<file path="config.mk">
export PLATFORM = sky130hd
export DESIGN_NAME = red_pitaya_pid_mimo_tdm
export DESIGN_NICKNAME = d
export VERILOG_FILES = /design/src/rtl/red_pitaya_pid_mimo_tdm.sv
export SDC_FILE = /design/constraint.sdc
export NUM_CORES = 2
export LEC_CHECK = 0
export ABC_CLOCK_PERIOD_IN_PS = 11600
export CAP_MARGIN = 20
export CELL_PAD_IN_SITES_DETAIL_PLACEMENT = 1
export CELL_PAD_IN_SITES_GLOBAL_PLACEMENT = 1
export CORE_ASPECT_RATIO = 1.25
export CORE_MARGIN = 2
export CORE_UTILIZATION = 55
export CTS_BUF_LIST = sky130_fd_sc_hd__clkbuf_16
export CTS_CLUSTER_DIAMETER = 30
export DETAILED_ROUTE_END_ITERATION = 10
export GPL_TIMING_DRIVEN = 0
export PLACE_DENSITY_LB_ADDON = 0.15
export SYNTH_ARGS = -nofsm -noshare
export SYNTH_HDL_FRONTEND = slang
export SYNTH_SLANG_ARGS = --single-unit
</file>
<file path="constraint.sdc">
create_clock -name clk_i -period 11.6 [get_ports clk_i]
set_input_delay 1.74 -clock clk_i [delete_from_list [all_inputs] [get_ports clk_i]]
set_output_delay 1.74 -clock clk_i [all_outputs]
set_load 0.05 [all_outputs]
</file>
<file path="src/rtl/red_pitaya_pid_mimo_tdm.sv">
// NCH x NCH MIMO PID controller: every input->output path is evaluated in turn through one
// shared 4-stage pipeline (fetch/error, multiply, shift/sum/integrate, saturate/accumulate).
module red_pitaya_pid_mimo_tdm #(
   parameter int NCH = 2,
   parameter int DW  = 14,
   parameter int IW  = 32,
   parameter int PSR = 12,
   parameter int ISR = 18,
   parameter int DSR = 10,
   parameter int AW  = 12
) (
   input  logic                clk_i,
   input  logic                rstn_i,
   input  logic                smp_i,
   input  logic [NCH*DW-1:0]   dat_i,
   output logic [NCH*DW-1:0]   dat_o,
   output logic                dat_vld_o,
   output logic                busy_o,
   input  logic                cfg_wen_i,
   input  logic [AW-1:0]       cfg_addr_i,
   input  logic [31:0]         cfg_wdata_i,
   output logic [31:0]         cfg_rdata_o
);
   localparam int NP  = NCH * NCH;
   localparam int KW  = (NP > 1) ? $clog2(NP) : 1;
   localparam int CHW = (NCH > 1) ? $clog2(NCH) : 1;
   localparam int PW  = 2 * DW + 1;
   localparam int DPW = 2 * DW + 2;
   localparam int SW  = ((IW > DPW) ? IW : DPW) + 2;
   localparam int AXW = DW + $clog2(NCH) + 1;
   localparam logic signed [SW-1:0] L_DMAX = {{(SW-DW+1){1'b0}}, {(DW-1){1'b1}}};
   localparam logic signed [SW-1:0] L_DMIN = ~L_DMAX;

   function automatic logic signed [DW-1:0] sat_dw(input logic signed [SW-1:0] v);
      if (v > L_DMAX)      return L_DMAX[DW-1:0];
      else if (v < L_DMIN) return L_DMIN[DW-1:0];
      else                 return v[DW-1:0];
   endfunction

   // ---------------- register file ----------------
   logic [NP-1:0]        r_irst, r_en;
   logic                 r_ovr;
   logic [31:0]          r_rdata;
   logic signed [DW-1:0] r_sp [NP];
   logic signed [DW-1:0] r_kp [NP];
   logic signed [DW-1:0] r_ki [NP];
   logic signed [DW-1:0] r_kd [NP];
   logic                 r_busy;

   logic [AW-5:0]        w_blk;
   logic                 w_hit;
   logic [KW-1:0]        w_bk;
   logic [31:0]          w_rdata;
   logic                 w_unused;

   assign w_unused = ^{cfg_wdata_i, w_blk};

   always_comb begin
      w_blk   = cfg_addr_i[AW-1:4] - (AW-4)'(1);
      w_hit   = (cfg_addr_i[AW-1:4] != '0) && (w_blk < (AW-4)'(NP)) && (cfg_addr_i[1:0] == 2'b00);
      w_bk    = w_blk[KW-1:0];
      w_rdata = '0;
      if (cfg_addr_i == AW'(0))      w_rdata[NP-1:0] = r_irst;
      else if (cfg_addr_i == AW'(4)) w_rdata[NP-1:0] = r_en;
      else if (cfg_addr_i == AW'(8)) w_rdata[0]      = r_ovr;
      else if (w_hit) begin
         case (cfg_addr_i[3:2])
            2'd0:    w_rdata[DW-1:0] = r_sp[w_bk];
            2'd1:    w_rdata[DW-1:0] = r_kp[w_bk];
            2'd2:    w_rdata[DW-1:0] = r_ki[w_bk];
            default: w_rdata[DW-1:0] = r_kd[w_bk];
         endcase
      end
   end

   always_ff @(posedge clk_i or negedge rstn_i) begin
      if (!rstn_i) begin
         r_irst  <= '1;
         r_en    <= '0;
         r_ovr   <= 1'b0;
         r_rdata <= '0;
         for (int k = 0; k < NP; k++) begin
            r_sp[k] <= '0;
            r_kp[k] <= '0;
            r_ki[k] <= '0;
            r_kd[k] <= '0;
         end
      end else begin
         r_rdata <= w_rdata;
         if (cfg_wen_i) begin
            if (cfg_addr_i == AW'(0)) r_irst <= cfg_wdata_i[NP-1:0];
            if (cfg_addr_i == AW'(4)) r_en   <= cfg_wdata_i[NP-1:0];
            if (w_hit) begin
               case (cfg_addr_i[3:2])
                  2'd0:    r_sp[w_bk] <= cfg_wdata_i[DW-1:0];
                  2'd1:    r_kp[w_bk] <= cfg_wdata_i[DW-1:0];
                  2'd2:    r_ki[w_bk] <= cfg_wdata_i[DW-1:0];
                  default: r_kd[w_bk] <= cfg_wdata_i[DW-1:0];
               endcase
            end
         end
         // a dropped strobe outranks a same-cycle clear
         if (smp_i && r_busy)
            r_ovr <= 1'b1;
         else if (cfg_wen_i && (cfg_addr_i == AW'(8)) && cfg_wdata_i[0])
            r_ovr <= 1'b0;
      end
   end

   // ---------------- datapath ----------------
   // smp_i is taken only while busy_o is low; dat_vld_o is a one-cycle pulse with no backpressure.
   logic                  r_iss, r_vld;
   logic [KW-1:0]         r_k;
   logic [CHW-1:0]        r_si, r_so;
   logic signed [DW-1:0]  r_x [NCH];
   logic signed [IW-1:0]  r_int [NP];
   logic signed [DW:0]    r_eprev [NP];
   logic signed [DW-1:0]  r_sh_sp [NP];
   logic signed [DW-1:0]  r_sh_kp [NP];
   logic signed [DW-1:0]  r_sh_ki [NP];
   logic signed [DW-1:0]  r_sh_kd [NP];
   logic [NP-1:0]         r_sh_en, r_sh_irst;
   logic signed [AXW-1:0] r_acc [NCH];
   logic [NCH*DW-1:0]     r_dat;

   logic                  r_p1_vld, r_p2_vld, r_p3_vld;
   logic [KW-1:0]         r_p1_k, r_p2_k, r_p3_k;
   logic [CHW-1:0]        r_p1_o, r_p2_o, r_p3_o;
   logic signed [DW:0]    r_p1_e;
   logic signed [DW+1:0]  r_p1_de;
   logic signed [PW-1:0]  r_p2_pm, r_p2_im;
   logic signed [DPW-1:0] r_p2_dm;
   logic signed [SW-1:0]  r_p3_sum;

   logic                  w_accept;
   logic signed [DW:0]    w_e;
   logic signed [DW+1:0]  w_de;
   logic signed [IW:0]    w_int_sum;
   logic signed [IW-1:0]  w_int_new;
   logic signed [SW-1:0]  w_sum;
   logic signed [DW-1:0]  w_y;
   logic signed [AXW-1:0] w_acc_nxt [NCH];

   assign w_accept    = smp_i & ~r_busy;
   assign dat_o       = r_dat;
   assign dat_vld_o   = r_vld;
   assign busy_o      = r_busy;
   assign cfg_rdata_o = r_rdata;

   always_comb begin
      w_e  = (DW+1)'(r_sh_sp[r_k]) - (DW+1)'(r_x[r_si]);
      w_de = (DW+2)'(w_e) - (DW+2)'(r_eprev[r_k]);
   end

   always_comb begin
      w_int_sum = (IW+1)'(r_int[r_p2_k]) + (IW+1)'(r_p2_im);
      if (w_int_sum[IW] != w_int_sum[IW-1])
         w_int_new = w_int_sum[IW] ? {1'b1, {(IW-1){1'b0}}} : {1'b0, {(IW-1){1'b1}}};
      else
         w_int_new = w_int_sum[IW-1:0];
      if (r_sh_irst[r_p2_k]) w_int_new = '0;
      // I uses the freshly updated integrator value
      w_sum = SW'(r_p2_pm >>> PSR) + SW'(w_int_new >>> ISR) + SW'(r_p2_dm >>> DSR);
   end

   always_comb begin
      w_y = sat_dw(r_p3_sum);
      if (!r_sh_en[r_p3_k]) w_y = '0;
      for (int o = 0; o < NCH; o++) w_acc_nxt[o] = r_acc[o];
      w_acc_nxt[r_p3_o] = r_acc[r_p3_o] + AXW'(w_y);
   end

   always_ff @(posedge clk_i or negedge rstn_i) begin
      if (!rstn_i) begin
         r_busy <= 1'b0; r_iss <= 1'b0; r_vld <= 1'b0;
         r_k <= '0; r_si <= '0; r_so <= '0;
         r_sh_en <= '0; r_sh_irst <= '1; r_dat <= '0;
         r_p1_vld <= 1'b0; r_p2_vld <= 1'b0; r_p3_vld <= 1'b0;
         r_p1_k <= '0; r_p2_k <= '0; r_p3_k <= '0;
         r_p1_o <= '0; r_p2_o <= '0; r_p3_o <= '0;
         r_p1_e <= '0; r_p1_de <= '0;
         r_p2_pm <= '0; r_p2_im <= '0; r_p2_dm <= '0; r_p3_sum <= '0;
         for (int c = 0; c < NCH; c++) begin
            r_x[c]   <= '0;
            r_acc[c] <= '0;
         end
         for (int k = 0; k < NP; k++) begin
            r_int[k] <= '0; r_eprev[k] <= '0;
            r_sh_sp[k] <= '0; r_sh_kp[k] <= '0; r_sh_ki[k] <= '0; r_sh_kd[k] <= '0;
         end
      end else begin
         r_vld    <= 1'b0;
         r_p1_vld <= r_iss;
         r_p2_vld <= r_p1_vld;
         r_p3_vld <= r_p2_vld;

         if (r_iss) begin
            r_eprev[r_k] <= w_e;
            r_p1_k  <= r_k;
            r_p1_o  <= r_so;
            r_p1_e  <= w_e;
            r_p1_de <= w_de;
            r_k     <= r_k + KW'(1);
            if (r_k == KW'(NP-1)) r_iss <= 1'b0;
            if (r_si == CHW'(NCH-1)) begin
               r_si <= '0;
               r_so <= r_so + CHW'(1);
            end else begin
               r_si <= r_si + CHW'(1);
            end
         end

         if (w_accept) begin
            r_busy <= 1'b1; r_iss <= 1'b1;
            r_k <= '0; r_si <= '0; r_so <= '0;
            r_sh_en <= r_en; r_sh_irst <= r_irst;
            for (int c = 0; c < NCH; c++) begin
               r_x[c]   <= dat_i[c*DW +: DW];
               r_acc[c] <= '0;
            end
            for (int k = 0; k < NP; k++) begin
               r_sh_sp[k] <= r_sp[k]; r_sh_kp[k] <= r_kp[k];
               r_sh_ki[k] <= r_ki[k]; r_sh_kd[k] <= r_kd[k];
            end
         end else if (r_vld) begin
            r_busy <= 1'b0;
         end

         if (r_p1_vld) begin
            r_p2_k  <= r_p1_k;
            r_p2_o  <= r_p1_o;
            r_p2_pm <= PW'(r_sh_kp[r_p1_k]) * PW'(r_p1_e);
            r_p2_im <= PW'(r_sh_ki[r_p1_k]) * PW'(r_p1_e);
            r_p2_dm <= DPW'(r_sh_kd[r_p1_k]) * DPW'(r_p1_de);
         end

         if (r_p2_vld) begin
            r_int[r_p2_k] <= w_int_new;
            r_p3_k   <= r_p2_k;
            r_p3_o   <= r_p2_o;
            r_p3_sum <= w_sum;
         end

         if (r_p3_vld && !w_accept) begin
            r_acc[r_p3_o] <= w_acc_nxt[r_p3_o];
            if (r_p3_k == KW'(NP-1)) begin
               r_vld <= 1'b1;
               for (int c = 0; c < NCH; c++)
                  r_dat[c*DW +: DW] <= sat_dw(SW'(w_acc_nxt[c]));
            end
         end
      end
   end

endmodule

</file>
# ---- Word level (Yosys, flattened, before mapping)
# Index checks and enable logic that the tools add are counted.
dict set report word_totals {
  regBits 927
  in_bits 76
  out_inout_bits 62
}
dict set report classes {
  add_sub_neg 10
  mul 3
  order_cmp 19
  eq_ne 7
  muxes 96
  n_bitwise 9
  n_reduce_logical 28
}
# operator n
set ops {}
lappend ops {{2-to-1 mux 14 bit} 28}
lappend ops {{2-to-1 mux 32 bit} 8}
lappend ops {{binary-select mux 14 bit (select 2 bit)} 8}
lappend ops {{bitwise mux 56 bit} 4}
lappend ops {{bitwise mux 128 bit} 1}
lappend ops {{2-to-1 mux 16 bit} 7}
lappend ops {{binary-select mux 32 bit (select 2 bit)} 1}
lappend ops {{bitwise mux 32 bit} 2}
lappend ops {{demux 32 bit (select 2 bit)} 1}
lappend ops {{bitwise mux 60 bit} 1}
lappend ops {{multiplier 14 x 15 -> 29 bit} 2}
lappend ops {{2-to-1 mux 15 bit} 3}
lappend ops {{one-hot mux 14 bit (3 select lines)} 1}
lappend ops {{greater-than comparator 34 x 14 -> 1 bit (second input constant)} 1}
lappend ops {{less-than comparator 34 x 14 -> 1 bit (second input constant)} 1}
lappend ops {{adder 32 x 29 -> 33 bit} 1}
lappend ops {{greater-than comparator 16 x 14 -> 1 bit (second input constant)} 2}
lappend ops {{less-than comparator 16 x 14 -> 1 bit (second input constant)} 2}
lappend ops {{binary-select mux 15 bit (select 2 bit)} 1}
lappend ops {{demux 15 bit (select 2 bit)} 1}
lappend ops {{multiplier 14 x 16 -> 30 bit} 1}
lappend ops {{demux 14 bit (select 2 bit)} 1}
lappend ops {{adder 18 x 20 -> 21 bit} 1}
lappend ops {{2-to-1 mux 10 bit} 2}
lappend ops {{other kinds (37)} 91}

# ---- Longest topological paths before layout
dict set report logic_depth {
  depth_word 11
  depth_mapped 33
}

# ---- Least setup slack after synthesis
# OpenSTA, ideal clock, no wires.
dict set report synth_path {
  path_type {reg2reg}
  startpoint {register r_p2_k[0]}
  endpoint {register r_p3_sum[19]}
  setup_ps 125
  t_arrival_ps 7837
  required_ps 11475
  path_slack_ps 3638
  stages_incl_launch_ff 31
  period_less_slack_ps 7962
  path_cell_list {dfrtp_1 buf_1 buf_1 mux4_2 ha_1 clkbuf_1 and3_1 a22oi_1 a211oi_1 or2_2 a21o_1 o21a_1 o41a_1 xor2_1 ha_1 inv_1 o21ai_0 o21ai_1 clkbuf_1 a21boi_0 fa_1 ha_1 a21o_1 a21o_1 a22o_1 a21o_1 o41a_1 a41o_1 o41ai_1 xnor2_1 mux2_2}
}
dict set report synth_via {
  elab_chain_len 10
  elab_cells_between_ends 13
}
# item line_no
set synth_rtl {}
lappend synth_rtl {{from (decl)} 127} ;# logic [KW-1:0] r_p1_k, r_p2_k, r_p3_k;
lappend synth_rtl {{from (signal assigned)} 230} ;# r_p2_k <= r_p1_k;
lappend synth_rtl {{NOT 2 -> 3 bit (not written as such)} 156} ;# w_int_sum = (IW+1)'(r_int[r_p2_k]) + (IW+1)'(r_p2_im);
lappend synth_rtl {{binary-select mux 32 bit (select 2 bit)} 156}
lappend synth_rtl {{2-to-1 mux 32 bit (not written as such) (2 in a row)} 156}
lappend synth_rtl {{adder 32 x 29 -> 33 bit} 156}
lappend synth_rtl {{2-to-1 mux 32 bit or != test 1 bit (tied branches)} {158, 157}}
lappend synth_rtl {{2-to-1 mux 32 bit} 157} ;# if (w_int_sum[IW] != w_int_sum[IW-1])
lappend synth_rtl {{2-to-1 mux 32 bit *} 161} ;# if (r_sh_irst[r_p2_k]) w_int_new = '0;
lappend synth_rtl {{via w_int_new[27]} 139} ;# logic signed [IW-1:0] w_int_new;
lappend synth_rtl {{adder 17 x 14 -> 18 bit *} 163} ;# w_sum = SW'(r_p2_pm >>> PSR) + SW'(w_int_new >>> ISR) + SW'(r_p2_dm >>> DSR);
lappend synth_rtl {{adder 18 x 20 -> 21 bit *} 163}
lappend synth_rtl {{to (signal assigned)} 241} ;# r_p3_sum <= w_sum;
lappend synth_rtl {{to (decl)} 133} ;# logic signed [SW-1:0] r_p3_sum;
# Mark *: on every way through the listed nets, which the timed path passes. The rest lies on a longest branch. The select of a mux whose other input is x is not followed.
# A chain may end at the register's enable or synchronous reset.

# ---- Final worst setup path
# Same ends and word-level chain as after synthesis.

==> results.yml <==
synth:
  synth_edf_count: 0
  seq_area_frac_synth: 0.330
  syn_area_um2: 67600
  async_flop_share: 1.00
  synth_cell_types: 82
  synthCells: 6619
  synth.ff_latch_count: 892
  syn_area_per_cell_um2: 10.2
  ys.warnings.count: 0
  synthFlopType: "dfrtp_1"
  synth_top_area_frac: 0.327
  synthTopCellsByArea: "dfrtp_1 (33%), fa_1 (19%), nand2_1 (7.4%)"
  yosysTopAreaCell: "dfrtp_1"
min_path:
  whs_path_depth: 0
  hp-class: "flip-flop to flip-flop"
  worstHoldStart: "r_p2_vld"
detailed_routing:
  drt_iter0_drc: 4249
  drtAntennaViolNets: 0
  drt_pass1_iterations: 7
  wl_um: 255000
  via_per_inst: 6.23
  wl_per_cell_um: 29.3
  vias: 54300
  drc: 0
placement:
  pre_cts_ws_ns: 0.974
  routabilityCongestion: 0.969
  port_buffers: 99
  placed_area_um2: 71000
  dp_cells: 8349
  dp_hpwl_um: 179000
layout:
  design_area_um2: 77500
  largest_reg_flops: 128
  reg_top3: "r_int x128, r_eprev x60"
  area_delta_synth_final_pct: 14.7
  instances_no_fill: 8704
  drive_above_1_share: 0.130
  top_register: "r_int"
  final_nets: 7992
grt:
  antenna_found_initial: 21
  grt_pass1_wl_um: 386000
  grt.overflow.total: 0
  grt_max_degree: 125
  grt_usage: 0.412
  grt_pass1_vias: 62200
clock_network:
  cts_tree: "built"
  postCtsSetupBuffers: 0
  cts_buffers: 182
  clk_latency_ns: 0.85
  postCtsHoldBufs: 0
  clockRootBuffer: "clkbuf_16"
  clkSinkCount: 892
  cts.path.max_buffers: 3
  h-tree-depth: 4
  clk_pin_slew_ns: 0.04
  cts_resized: 0
critical_path:
  endpoint_kind: "flip-flop"
  cp_slowest_cell: "buf_1"
  crit_path_start_kind: "flip-flop"
  required_ns: 12.28
  reg2reg_depth: 31
  worstSetupStartpoint: "r_p2_k[0]"
  crit_fanout: 10
  arrival_ns: 11.46
  cpPeakStageDelay_ns: 0.81
  cp_common_cell: "ha_1"
  crit_type: "flip-flop to flip-flop"
  r2r_start: "r_p2_k[0]"
sta:
  slew_headroom: 0.179
  setup_violations: 0
  clock_skew_ns: 0.106
  holdWs_ns: 0.377
  finalCriticalPeriod_ns: 10.78
  drv_slew: 0
  worst_pin_slew_ns: 1.23
  rsz0062_at_grt: "false"
  max_freq_mhz: 92.8
  post-route-period-util: 0.929
  fin_ws_ns: 0.820
  hold_violations: 0
  final.setup.tns_ns: 0
die:
  fp.dieW_um: 318
  io_pins: 138
  fp.dieH_um: 396
  dieArea_um2: 126000
  initial_core_util: 0.555
  core_um2: 122000
  rows: 143
power:
  ir_drop_uv: 259
  power_leakage_nw: 39.4
  power.density_nw_per_um2: 248
job:
  drv_cap: 0
run_status:
  status: "finished, final reports clean"
## cell families (layout without fill, tap and decap cells)
group	count (synthesis)	in the layout	synth area share
AND/OR/NAND/NOR	2147	2147	0.141
buffers and inverters	1191	1659	0.0673
other	1	23	0.0000555
adder cells (fa/ha/maj)	965	965	0.252
flip-flops	892	892	0.330
AO/OA/AOI/OAI	705	705	0.0674
multiplexers	576	576	0.124
XOR/XNOR	142	142	0.0188
## area by class of cell
| type | instances | area [µm²] |
|---|---|---|
| Fill cell | 12800 | 44200 |
| Multi-Input combinational cell | 4553 | 40800 |
| Sequential cell | 892 | 22300 |
| Clock buffer | 182 | 4550 |
| Inverter | 831 | 3120 |
| Tap cell | 1595 | 2000 |
| Clock inverter | 155 | 1730 |
| Timing Repair Buffer | 131 | 1560 |
| Buffer | 360 | 1430 |
| Antenna cell | 5 | 12.5 |
## cell usage after synthesis (all sizes together) (34+ instances only)
library cell and number:
nand2 1338, dfrtp 884, inv 831, fa 656, mux2 372, and2 346
ha 309, clkbuf 307, o21ai 253, nor2 219, mux4 171, a21oi 135
xnor2 99, a21o 62, buf 53, nand3 48, xor2 41, and3 36
o21a 34
## critical path, delay by kind of cell (launching register included)
| kind | cells | cell delay [ns] |
|---|---|---|
| compound gates | 15 | 3.96 |
| buf+inv | 5 | 2.57 |
| fa+ha+maj | 4 | 1.56 |
| simple gates | 3 | 0.95 |
| mux | 2 | 0.91 |
| flops | 1 | 0.42 |
| xor+xnor | 2 | 0.29 |
## layer usage
metal,share of wire,up-vias,track usage
met5,0.00059,-,0
met4,0.10,22,0.363
met3,0.071,1188,0.0887
met2,0.49,2861,0.695
met1,0.34,28100,0.437
li1,-,22100,-
## power breakdown
| part | switching (mW) | internal [mW] | total (mW) |
|---|---|---|---|
| Clock | 1.98 | 3.40 | 5.37 |
| Combinational | 6.32 | 3.14 | 9.46 |
| Sequential | 0.618 | 3.79 | 4.41 |
| Total | 8.92 | 10.3 | 19.2 |
## cell usage in the layout, fill, tap and decap left out, types with 30 or more instances in the layout
| master | synthesis | layout |
|---|---|---|
| dfrtp_1 | 884 | 884 |
| fa_1 | 656 | 656 |
| ha_1 | 309 | 309 |
| xnor2_1 | 99 | 99 |
| and2_1 | 345 | 345 |
| a21o_1 | 62 | 62 |
| clkdlybuf4s50_1 | 0 | 98 |
| xor2_1 | 41 | 41 |
| nor2_1 | 219 | 219 |
| and3_1 | 36 | 36 |
| o21ai_0 | 248 | 247 |
| clkbuf_16 | 0 | 182 |
| nand3_1 | 48 | 48 |
| mux2_2 | 372 | 372 |
| buf_1 | 33 | 33 |
| nand2_1 | 1338 | 1338 |
| mux4_2 | 170 | 170 |
| mux2i_1 | 33 | 33 |
| clkbuf_1 | 306 | 306 |
| inv_1 | 831 | 851 |
| o21a_1 | 34 | 34 |
| a21oi_1 | 134 | 134 |
| nor3_1 | 32 | 32 |
| a22o_1 | 30 | 30 |
## stage by stage
step / utilization / power, mW
global route: 0.637 / 20.0
finish: 0.637 / 19.2
detailed placement: 0.584 / 13.3
global placement: 0.581 / 13.0
CTS: 0.635 / 19.0
floorplan: - / 9.80
## worst paths after layout
path / end / slack [ns]
worst min register to register: r_p3_vld / 0.38
min in group asynchronous: dat_o[24] / 0.81
worst max register to register: r_p3_sum[19] / 0.82
worst min-delay path: r_p3_vld / 0.38
worst max-delay path: r_p3_sum[19] / 0.82
max in group asynchronous: r_sh_kd[53] / 7.97
Note: power is estimated with default switching activity, not from simulation.
